[src/rtl/mult_pkg.sv]
// Shared definitions for the sequential shift-add multiplier.
package mult_pkg;

  localparam int DEFAULT_WIDTH = 8;

  typedef enum logic [1:0] {
    IDLE = 2'd0,
    CALC = 2'd1,
    DONE = 2'd2
  } state_t;

endpackage

[src/rtl/twos_negate.sv]
// Combinational two's-complement negation of a W-bit value.
module twos_negate #(
  parameter int W = 8
) (
  input  logic [W-1:0] din,
  output logic [W-1:0] dout
);

  assign dout = ~din + W'(1);

endmodule

[src/rtl/seq_multiplier.sv]
// Multi-cycle shift-add multiplier with start/done handshake and signed/unsigned modes.
// Operands are reduced to magnitudes on load; the sign is reapplied to the final product.
module seq_multiplier
  import mult_pkg::*;
#(
  parameter int WIDTH = DEFAULT_WIDTH
) (
  input  logic               clk,
  input  logic               rst,
  input  logic               start,
  input  logic               sign_mode,
  input  logic [WIDTH-1:0]   in1,
  input  logic [WIDTH-1:0]   in2,
  output logic               busy,
  output logic               done,
  output logic [2*WIDTH-1:0] out
);

  localparam int CNT_W = $clog2(WIDTH + 1);

  state_t             state, state_nxt;
  logic [WIDTH-1:0]   a, b, acc;
  logic [CNT_W-1:0]   counter;
  logic               neg_res;

  logic               load, last;
  logic [WIDTH-1:0]   in1_neg, in2_neg, mag1, mag2;
  logic [WIDTH:0]     sum;
  logic [WIDTH-1:0]   acc_step, b_step;
  logic [2*WIDTH-1:0] prod, prod_neg;

  twos_negate #(.W(WIDTH))   u_neg1 (.din(in1),  .dout(in1_neg));
  twos_negate #(.W(WIDTH))   u_neg2 (.din(in2),  .dout(in2_neg));
  twos_negate #(.W(2*WIDTH)) u_negp (.din(prod), .dout(prod_neg));

  assign mag1 = (sign_mode && in1[WIDTH-1]) ? in1_neg : in1;
  assign mag2 = (sign_mode && in2[WIDTH-1]) ? in2_neg : in2;

  // One iteration: conditional add into the upper half, then shift {carry,acc,b} right.
  assign sum      = b[0] ? ({1'b0, acc} + {1'b0, a}) : {1'b0, acc};
  assign acc_step = sum[WIDTH:1];
  assign b_step   = {sum[0], b[WIDTH-1:1]};
  assign prod     = {acc_step, b_step};

  assign busy = (state == CALC);
  assign done = (state == DONE);

  always_ff @(posedge clk or negedge rst) begin
    if (!rst) state <= IDLE;
    else      state <= state_nxt;
  end

  always_comb begin
    state_nxt = state;
    load      = start && (state == IDLE || state == DONE);
    last      = (state == CALC) && (counter == CNT_W'(1));
    case (state)
      IDLE:    if (start) state_nxt = CALC;
      CALC:    if (last)  state_nxt = DONE;
      DONE:    state_nxt = start ? CALC : IDLE;
      default: state_nxt = IDLE;
    endcase
  end

  // Datapath; out is written only on the final iteration so it holds between completions.
  always_ff @(posedge clk or negedge rst) begin
    if (!rst) begin
      a       <= '0;
      b       <= '0;
      acc     <= '0;
      counter <= '0;
      neg_res <= 1'b0;
      out     <= '0;
    end else if (load) begin
      a       <= mag1;
      b       <= mag2;
      acc     <= '0;
      counter <= CNT_W'(WIDTH);
      neg_res <= sign_mode & (in1[WIDTH-1] ^ in2[WIDTH-1]);
    end else if (state == CALC) begin
      acc     <= acc_step;
      b       <= b_step;
      counter <= counter - CNT_W'(1);
      if (last) out <= neg_res ? prod_neg : prod;
    end
  end

endmodule
[config.mk]
export PLATFORM = sky130hd
export DESIGN_NAME = seq_multiplier
export DESIGN_NICKNAME = d
export VERILOG_FILES = /design/src/rtl/mult_pkg.sv /design/src/rtl/twos_negate.sv /design/src/rtl/seq_multiplier.sv
export SDC_FILE = /design/constraint.sdc
export NUM_CORES = 1
export LEC_CHECK = 0
export ABC_CLOCK_PERIOD_IN_PS = 2600
export CAP_MARGIN = 20
export CORE_ASPECT_RATIO = 0.5
export CORE_UTILIZATION = 55
export DETAILED_ROUTE_END_ITERATION = 12
export PLACE_DENSITY_LB_ADDON = 0.08
export SYNTH_ARGS = -nofsm -noshare
export SYNTH_HDL_FRONTEND = slang
export SYNTH_SLANG_ARGS = --single-unit
export TNS_END_PERCENT = 50
[constraint.sdc]
create_clock -name clk -period 2.6 [get_ports clk]
set_input_delay 0.52 -clock clk [delete_from_list [all_inputs] [get_ports clk]]
set_output_delay 0.52 -clock clk [all_outputs]
set_load 0.03 [all_outputs]
Yosys cells after proc, flatten, opt, wreduce, memory -nomap -nowiden
Index checks and enable logic that the tools add are counted.
- ROM bits: 0
- memories: 0
- bits in latches: 0
- output and inout bits: 18
- word-level logic and storage cells: 46
- input bits: 20
- bits in writable memories: 0
- register bits: 47
- $lt $le $gt $ge: 0
- div/mod/pow operators: 0
- equality and inequality tests: 5
- add/subtract/negate cells: 5
- shift operators: 0
- mux-type cells: 14
- reduce and logical (&&, ||, !) cells: 9
- multipliers: 0
- bitwise gates (word level): 6
- operator list (kind ; number):
    $mux 8 ; 6
    $add 16x1->16 const B ; 1
    $add 8x1->8 const B ; 2
    $mux 16 ; 1
    $not 16->16 ; 1
    $not 8->8 ; 2
    $add 8x8->9 ; 1
    $mux 9 ; 1
    $mux 4 ; 2
    $pmux 2 s3 ; 1
    $eq 4x1->1 const B ; 1
    $logic_and 1x1->1 ; 4
    $mux 2 ; 2
    $sub 4x1->4 const B ; 1
    $reduce_and 3->1 ; 1
    $eq 2x1->1 const B ; 1
    $eq 2x2->1 const B ; 1
    $logic_not 2->1 ; 1
    $ne 2x1->1 const B ; 1
    $ne 2x2->1 const B ; 1
    $reduce_and 2->1 ; 1
    $reduce_bool 2->1 ; 1
    $and 1x1->1 ; 1
    $logic_or 1x1->1 ; 1
    3 further kinds ; 3

Logic depth before layout (Yosys ltp)
- depth in word-level cells: 5
- gate-level depth with buffers: 9
- gate-level depth less buffers: 9

By module
Synthesis repeated with hierarchy kept, for this count alone.
- cells, all modules: 352
- area, all modules: 3183.1 µm²
- modules (own cells, without submodules) (module ; instances ; cells an instance ; area each (µm²) ; sequential area each (µm²)):
    seq_multiplier ; 1 ; 279 ; 2612.5 ; 1176.1
    twos_negate (u_negp) ; 1 ; 37 ; 295.3 ; 0.0
    twos_negate (u_neg1 ...) ; 2 ; 18 ; 137.6 ; 0.0

Worst setup path after synthesis
No wires, ideal clock.
- path type: register to register
- start point: register acc[0]
- end point: register out[15]
- period minus slack after synthesis: 2314 ps
- buffers on the path: 0
- setup time: 129 ps
- stages on the path, launching flop included: 10
- arrival time: 2185 ps
- required time: 2471 ps
- slack: 286 ps
- cells stage by stage: dfrtp_1 -> ha_1 -> fa_1 -> a211oi_1 -> nor3_1 -> nor3_4 -> nand2_2 -> o31ai_2 -> xor2_1 -> o21ai_1
- cells in the longest elaborated chain, start to end: 5
- ends and longest elaborated chain (item ; line ; source):
    start, declared ; seq_multiplier.sv:22 ; logic [WIDTH-1:0] a, b, acc;
    start signal, assigned ; seq_multiplier.sv:81 ; acc <= acc_step;
    $add 8x8->9 ; seq_multiplier.sv:40 ; assign sum = b[0] ? ({1'b0, acc} + {1'b0, a}) : {1'b0, acc};
    $mux 9 * ; seq_multiplier.sv:40 ;
    $not 16->16 ; twos_negate.sv:9 ; assign dout = ~din + W'(1);
    $add 16x1->16 ; twos_negate.sv:9 ;
    $mux 16 * ; seq_multiplier.sv:84 ; if (last) out <= neg_res ? prod_neg : prod;
    end signal, assigned ; seq_multiplier.sv:84 ;
    end, declared ; seq_multiplier.sv:16 ; output logic [2*WIDTH-1:0] out
Every way passes the cells marked *; elsewhere a longest branch is shown, timed or not.
A chain may end at the register's enable or synchronous reset.

Final worst setup path
Same ends and word-level chain as after synthesis.

==> reports/results.ini <==
[layout]
nets=398
nFillCells=410
syn_to_final_growth_pct=21.5
final_layout_size_suffix_gt1_frac=0.0986
antennaDiodeCount=0

[place]
hpwlAfterDp_mm=5.26
io_buffer_count=37
place_congestion=0.854

[synthesis]
synth_nets=353
ys_ff_latch=47
yosysWarnings=0
synthesis.area_um2=2870
synthFlopType=dfrtp_1
async_flop_share=1.00
synth_area_per_cell_um2=9.01
syn_inst=319
ys_seq_area_frac=0.409
synthDistinctLibCells=44
synth_edf_count=0

[floorplanning]
dieArea_um2=5530
start_util=0.577
die-height_um=53.1
rows=18
die_x_um=104
core_area_um2=4980
io_pins=38

[power]
irDropWorstVdd_mv=0.736
p_int_w=0.00251
pwr-share-comb=0.572
p_switching_w=0.00210
leakagePower_nw=1.49
power-per-cell-area_nw_per_um2=1320
power_frac_seq=0.303
p_sw_frac=0.456
pwr-share-clk=0.125

[setup_path]
path_class=register to register
r2r_start=acc[0]$_DFFE_PN0P_
critPathMaxFanout=4
worst-endpoint-arrival_ns=2.58
startpoint=acc[0]$_DFFE_PN0P_
cp-start-kind=register
crit_end=out[15]$_DFFE_PN0P_
critPathTopFamily=adder cells
reg2reg_depth=9
path_buf_inv=0
cp.depth=9
cpMaxStageDelayCell=dfrtp_1
r2r_setup_slack_ns=0.20
critical_path.cell_chain=ha_1, fa_2, a211oi_2, nor3_1, nor3_4, nand2_2, o31ai_2, xor2_1, o21ai_1
worstReg2RegEnd=out[15]$_DFFE_PN0P_
worst_ep_required_time_ns=2.78
cp_slowest_stage_delay_ns=0.42
endpoint_kind=register

[timing]
hold_violations=0
timing.fmax_mhz=417
tightest_slew_ns=0.613
worst_hold_slack_ns=0.151
clock_skew_ns=0.00890
finalCriticalPeriod_ns=2.40
drv_slew=0
fin_tns_setup_ns=0
post-route-period-util=0.923
rsz0062_at_grt=false
slew_headroom=0.591
setup_viol=0

[clock_network]
clkTransAtPathRegs_ns=0.09
ctsLongestPathBuffers=2
cts_tree=yes
ctsHoldBuffers=0
cts.sinks=47
numCtsBuffers=5
insertion_delay_ns=0.30
root_buffer=clkbuf_8
h-tree-depth=2

[route]
drcViolationCount=0
dr.pass1.iters=5
wl_met3_um=457
wl_per_cell_um=15.9
vias_per_cell=5.81
wl_met1_mm=3.37
vias=2529
topRoutingLayerUsed=met4
routed_wl_mm=6.91
ant_nets=0
initialDrtViolationCount=104
route.met2.wl_mm=3.06

[outcome]
outcome=completed

[min_path]
worst_hold_path_type=primary input to async pin

[global_routing]
antenna_found_initial=0
grt_pass1_wl_mm=11.0
grt_pass1_vias=2212
overflow=0
grt_max_degree=34
track_usage=0.263

[run]
cap_violations=0

==> through the flow <==
stage	std cells	worst slack (ns)	area (um2)	power, W	util
2_1_floorplan	319	0.286	2870	0.00314	-
3_3_place_gp	424	0.177	3330	0.00383	0.669
3_5_place_dp	424	0.0886	3330	0.00393	0.669
4_1_cts	432	0.0911	3450	0.00451	0.693
5_1_grt	435	0.0348	3490	0.00497	0.701
6_report	435	0.200	3490	0.00461	0.701
==> cells in the mapped netlist, types with 4 or more instances <==
| library cell | n | area (um2) |
|---|---|---|
| ha_1 | 13 | 163 |
| a22oi_1 | 5 | 37.5 |
| nand2_1 | 53 | 199 |
| mux2i_1 | 4 | 40.0 |
| o31ai_1 | 4 | 30.0 |
| xnor2_1 | 17 | 149 |
| nor2_1 | 15 | 56.3 |
| nand2b_1 | 7 | 43.8 |
| a21oi_1 | 11 | 55.1 |
| inv_1 | 15 | 56.3 |
| nand3_1 | 10 | 50.1 |
| o21ai_0 | 38 | 190 |
| o21ai_1 | 6 | 30.0 |
| dfrtp_1 | 47 | 1180 |
| xor2_1 | 11 | 96.3 |
| clkbuf_1 | 8 | 30.0 |
| nor3_1 | 9 | 45.0 |
==> sequential cells by signal, indices dropped and copies added (netlist names) <==
register,cells
a,8
acc,8
b,8
counter,4
neg_res,1
out,16
state,2
==> timing repair <==
| action | CTS | global route |
|---|---|---|
| endpoints found under the setup margin | 0 | 2 |
| gates resized for setup | 0 | 4 |
| setup buffers | 0 | 3 |
==> worst min path at each step <==
stage                                to  slack [ns]  cells past startpoint
finish              out[11]$_DFFE_PN0P_        0.15                      1
global route           b[6]$_DFFE_PN0P_        0.17                      1
CTS                 out[11]$_DFFE_PN0P_        0.16                      1
detailed placement   out[5]$_DFFE_PN0P_        0.47                      2
global placement    out[11]$_DFFE_PN0P_        0.46                      2
floorplan              a[0]$_DFFE_PN0P_        0.22                      0
==> per-layer routing <==
metal	vias up	track usage
met5	-	0
met4	0	0.0262
met3	4	0.0493
met2	104	0.432
met1	1203	0.377
li1	1218	-
==> layout make-up <==
cell class / instances / area [um2] / share of cell area
tap: 70 / 87.6 / 0.0251
multi-input combinational: 245 / 1590 / 0.454
clock buffer: 6 / 82.6 / 0.0237
timing repair buffer: 50 / 463 / 0.133
inverter: 15 / 56.3 / 0.0161
clock inverter: 2 / 38.8 / 0.0111
sequential: 47 / 1180 / 0.337
==> placed cells by master, fill, tap and decap left out, drive strengths merged, types with 11 or more instances in the layout <==
cell type,instances
buf,14
nor2,15
o21ai,44
ha,13
xnor2,17
a21oi,11
nor3,11
xor2,11
inv,16
dfrtp,47
nand2,54
clkdlybuf4s50,36
==> power by group through the flow <==
| stage | sequential, W | combinational, W | clock, W |
|---|---|---|---|
| after detailed placement | 0.00140 | 0.00252 | 0 |
| after CTS | 0.00139 | 0.00253 | 0.000584 |
| after global placement | 0.00138 | 0.00245 | 0 |
| after floorplan | 0.00149 | 0.00165 | 0 |
| after global routing | 0.00145 | 0.00291 | 0.000611 |
| final | 0.00140 | 0.00264 | 0.000575 |
==> worst reg2reg max path: cells and delay by family, from the launching register on <==
kind,cells,cell delay (ns)
compound gates,3,0.61
xor+xnor,1,0.18
fa+ha+maj,2,0.65
flops,1,0.42
simple gates,3,0.43
==> logic make-up after synthesis <==
| family | after synthesis | share of synthesized area |
|---|---|---|
| compound gates | 88 | 0.197 |
| xor+xnor | 28 | 0.0854 |
| fa+ha+maj | 14 | 0.0636 |
| buf+inv | 27 | 0.0444 |
| flops | 47 | 0.409 |
| mux | 4 | 0.0139 |
| simple gates | 111 | 0.186 |
(Power assumes the default switching activity.)
